[src/rtl/sd_bit_serializer.sv]
// Parallel-to-serial converter with a one-word holding register so that
// back-to-back words stream out without a gap between them.
module sd_bit_serializer #(
  parameter int unsigned WIDTH     = 8,
  parameter bit          MSB_FIRST = 1'b1,
  parameter bit          IDLE_BIT  = 1'b0
) (
  input  logic             clk,
  input  logic             reset,
  input  logic             flush,
  input  logic [WIDTH-1:0] data_in,
  input  logic             data_valid,
  output logic             data_ready,
  output logic             dout_bit,
  output logic             bit_valid,
  output logic             word_done,
  output logic             busy
);

  localparam int unsigned CntW = $clog2(WIDTH);
  localparam logic [CntW-1:0] CntLast = CntW'(WIDTH - 1);

  typedef enum logic {StIdle, StShift} state_e;

  state_e           state_q, state_d;
  logic [WIDTH-1:0] shift_q, shift_d;
  logic [WIDTH-1:0] hold_q, hold_d;
  logic             full_q, full_d;
  logic [CntW-1:0]  cnt_q, cnt_d;

  logic             accept;
  logic             out_end;
  logic [WIDTH-1:0] shift_adv;

  assign data_ready = ~full_q & ~flush;
  assign accept     = data_valid & data_ready;

  // Advance moves the next bit into the output end of the register.
  assign shift_adv = MSB_FIRST ? {shift_q[WIDTH-2:0], 1'b0} : {1'b0, shift_q[WIDTH-1:1]};
  assign out_end   = MSB_FIRST ? shift_q[WIDTH-1] : shift_q[0];

  always_comb begin
    state_d = state_q;
    shift_d = shift_q;
    hold_d  = hold_q;
    full_d  = full_q;
    cnt_d   = cnt_q;

    unique case (state_q)
      StIdle: begin
        if (accept) begin
          shift_d = data_in;
          cnt_d   = '0;
          state_d = StShift;
        end
      end
      StShift: begin
        if (cnt_q != CntLast) begin
          shift_d = shift_adv;
          cnt_d   = cnt_q + 1'b1;
          if (accept) begin
            hold_d = data_in;
            full_d = 1'b1;
          end
        end else if (full_q) begin
          shift_d = hold_q;
          full_d  = 1'b0;
          cnt_d   = '0;
        end else if (accept) begin
          shift_d = data_in;
          cnt_d   = '0;
        end else begin
          state_d = StIdle;
        end
      end
      default: state_d = StIdle;
    endcase

    if (flush) begin
      state_d = StIdle;
      full_d  = 1'b0;
      cnt_d   = '0;
      shift_d = '0;
    end
  end

  always_ff @(posedge clk or negedge reset) begin
    if (!reset) begin
      state_q <= StIdle;
      shift_q <= '0;
      hold_q  <= '0;
      full_q  <= 1'b0;
      cnt_q   <= '0;
    end else begin
      state_q <= state_d;
      shift_q <= shift_d;
      hold_q  <= hold_d;
      full_q  <= full_d;
      cnt_q   <= cnt_d;
    end
  end

  assign bit_valid = (state_q == StShift);
  assign dout_bit  = bit_valid ? out_end : IDLE_BIT;
  assign word_done = bit_valid && (cnt_q == CntLast);
  assign busy      = bit_valid | full_q;

endmodule
[config.mk]
export PLATFORM = sky130hd
export DESIGN_NAME = sd_bit_serializer
export DESIGN_NICKNAME = d
export VERILOG_FILES = /design/src/rtl/sd_bit_serializer.sv
export SDC_FILE = /design/constraint.sdc
export NUM_CORES = 1
export LEC_CHECK = 0
export ABC_AREA = 1
export CAP_MARGIN = 20
export CORE_MARGIN = 5
export CORE_UTILIZATION = 45
export CTS_CLUSTER_SIZE = 25
export DETAILED_ROUTE_END_ITERATION = 8
export PLACE_DENSITY = 0.67
export SYNTH_ARGS = -nofsm -noshare
export SYNTH_HDL_FRONTEND = slang
export SYNTH_SLANG_ARGS = --single-unit
[constraint.sdc]
create_clock -name clk -period 2.7 [get_ports clk]
set_clock_uncertainty 0.15 [all_clocks]
set_input_delay 0.54 -clock clk [delete_from_list [all_inputs] [get_ports clk]]
set_output_delay 0.54 -clock clk [all_outputs]
set_load 0.02 [all_outputs]
==> results by group <==
Timing
  • # setup viols final: 0
  • Fin. Hold Viols: 0
  • Total negative slack: 0 ns
  • Worst slew pin tran: 0.649 ns
  • PnR worst setup slack: between 0.15 and 0.2 ns
  • Period minus WS final: between 2 and 3 ns
  • Post-route clock period utilization: 0.926
  • F_max: 400 MHz
  • RSZ-0062 raised after global routing: no
  • Pins over their slew limit: 0
  • Final hold slack: approximately 0.35 ns
  • Slew Limit Headroom: 0.567

Cells and area
  • Finished Layout Cells: 200
  • # fillers: roughly 270
  • Final instance area: between 0.001 and 0.0015 mm^2
  • Nets: around 180
  • Diode count: 0
  • Commonest non-fill, non-tap cells in the layout: inv_1, nor2_1, dfrtp_1, nand2_1, clkdlybuf4s50_1
  • Most common cell after layout, fill and taps aside: inv_1
  • Area growth syn-to-layout: 13.5%
  • Finished Core Util: 0.528
  • Share of layout cells above drive strength 1: 0.189

CTS
  • CTS H-tree lvls: 1
  • Clock root buffer: clkbuf_4
  • Post-cts resize count: 0
  • Hold-fix buffers, CTS: 0
  • Clock latency on the worst-skew pair: between 0.3 and 0.4 ns
  • CTS max path bufs: 2
  • CTS tree: built
  • Clock Sinks: 21
  • Post-CTS Setup Repair Bufs: 0
  • Total CTS buffers: 3
  • Clock-pin slew on the worst setup and hold paths: between 0.1 and 0.15 ns

Worst hold path
  • Worst Hold Class: reg2reg

Global route
  • Vias in the first global route: 931
  • Pin count of the biggest net entering global routing: 22
  • Initial antenna violation count: 0
  • Overflow after GRT: 0
  • Gr usage total: 0.131
  • Global-route wire length before repair: between 4 and 5 mm

Die
  • Io pins: 17
  • Starting Density: 0.465
  • Site Rows: 19
  • Core ar.: approximately 0.0027 mm^2
  • Die width: roughly 63 um
  • Die area: about 0.004 mm^2
  • Die height: approximately 63 um

Place
  • Placer congestion estimate: around 0.75
  • Placed cells: roughly 200
  • Final HPWL DP: around 1.8 mm
  • IO buf count: 16
  • Dpl ws: 0.240 ns
  • Placed cell area: approximately 0.0014 mm^2

Setup path
  • Crit path max fanout: 3
  • Crit Path Class: reg2out
  • CP required: roughly 2 ns
  • Worst Setup Start Kind: flop
  • Crit path DAT: around 1.8 ns
  • Worst setup EP type: output pin

Power and ir drop
  • Total chip power: between 0.6 and 0.7 mW
  • Net Switching: 0.209 mW
  • Logic pwr share: 0.224
  • Clock share of power: 0.224
  • Pwr dens: ~480 mW/mm^2
  • Maximum VDD drop: 371 uV
  • Leakage: about 0.69 nW
  • Share of total power in sequential cells: 0.551
  • Switching Share: 0.303
  • Internal power: about 0.48 mW

Synthesis
  • Synth cell types: 25
  • Avg Synthesized Cell Area: between 8 and 9 um^2
  • Register area share after synthesis: 0.413
  • Cells after Synth: around 150
  • Synthesis Warnings: 0
  • Cell Area, Synth: 0.00127 mm^2
  • Net Count, Synth: between 150 and 200
  • Yosys reg bits: 21

Routing
  • Drt first-iter violations: 22
  • # DRC: 0
  • Final antenna-violating net count: 0
  • Vias post-DR: approximately 980
  • Via/cell ratio: slightly below 5
  • Routed WL per cell: 12.3 um
  • Drt first pass iters: 6
  • Final Routed Wirelength: between 2 and 2.5 mm

Status
  • Run status: finished clean

Flow run
  • Max-Cap Viols: 0
==> power groups by stage <==
stage | Clock, mW | Sequential [mW] | Combinational [mW]
global route | 0.176 | 0.386 | 0.176
finish | 0.155 | 0.380 | 0.155
global placement | 0 | 0.384 | 0.153
CTS | 0.158 | 0.381 | 0.158
detailed placement | 0 | 0.387 | 0.157
floorplan | 0 | 0.382 | 0.114
==> state kept, by name, indices dropped and copies added (netlist names) <==
signal / flops
bit_valid: 1
cnt_q: 3
shift_q: 8
full_q: 1
hold_q: 8
==> kinds of logic after synthesis <==
| logic type | Yosys count | share of synthesized area |
|---|---|---|
| AOI/OAI and AO/OA | 24 | 0.117 |
| adders and majority gates | 2 | 0.0197 |
| buffers and inverters | 35 | 0.152 |
| DFF | 21 | 0.413 |
| and+or+nand+nor | 69 | 0.298 |
==> synth_stat cells <==
library cell | count | share of area
nand3_4 | 1 | 0.014
o21bai_1 | 1 | 0.0059
o21ai_2 | 1 | 0.0069
o21ai_1 | 8 | 0.031
o21ai_0 | 1 | 0.0039
ha_1 | 2 | 0.020
buf_6 | 2 | 0.018
nor2_1 | 21 | 0.062
nor2_4 | 1 | 0.0089
nand3_2 | 7 | 0.055
nand2_8 | 1 | 0.016
nand3_1 | 13 | 0.051
inv_1 | 28 | 0.083
a21oi_2 | 6 | 0.041
dfrtp_1 | 21 | 0.41
buf_8 | 1 | 0.012
nand2_2 | 5 | 0.025
nand2_4 | 1 | 0.0089
buf_12 | 1 | 0.016
a21oi_1 | 7 | 0.028
clkbuf_8 | 1 | 0.011
inv_2 | 1 | 0.0029
nand2_1 | 18 | 0.053
or2_2 | 1 | 0.0049
dlymetal6s2s_1 | 1 | 0.0098
==> cell type report <==
| class | instances | area, um^2 | area share |
|---|---|---|---|
| multi-input combinational | 95 | 553 | 0.383 |
| sequential | 21 | 526 | 0.364 |
| timing repair buffer | 20 | 190 | 0.132 |
| inverter | 29 | 109 | 0.0755 |
| tap | 31 | 38.8 | 0.0269 |
| clock buffer | 4 | 26.3 | 0.0182 |
==> critical path, stage by stage (launching register included) <==
cell             delay, ns
dfrtp_1               0.42
ha_1                  0.20
ha_1                  0.21
nand2_1               0.08
inv_1                 0.06
clkdlybuf4s50_1       0.53
==> final timing paths <==
kind	end	slack, ns	from	cells after the start
worst max register to register	shift_q[1]$_DFF_PN0_	0.83	cnt_q[0]$_DFF_PN0_	6
max in group asynchronous	hold_q[4]$_DFFE_PN0P_	1.76	reset	2
worst min-delay path	cnt_q[0]$_DFF_PN0_	0.35	cnt_q[0]$_DFF_PN0_	1
worst max-delay path	word_done	0.20	cnt_q[0]$_DFF_PN0_	5
min in group asynchronous	bit_valid$_DFF_PN0_	0.41	reset	2
worst min register to register	cnt_q[0]$_DFF_PN0_	0.35	cnt_q[0]$_DFF_PN0_	1
==> metal layers <==
metal,global-route usage,part of all wire
met1,0.174,0.48
met2,0.206,0.47
met3,0.0302,0.039
met4,0.0477,0.0081
met5,0,0
Note: power is estimated with default switching activity, not from simulation.
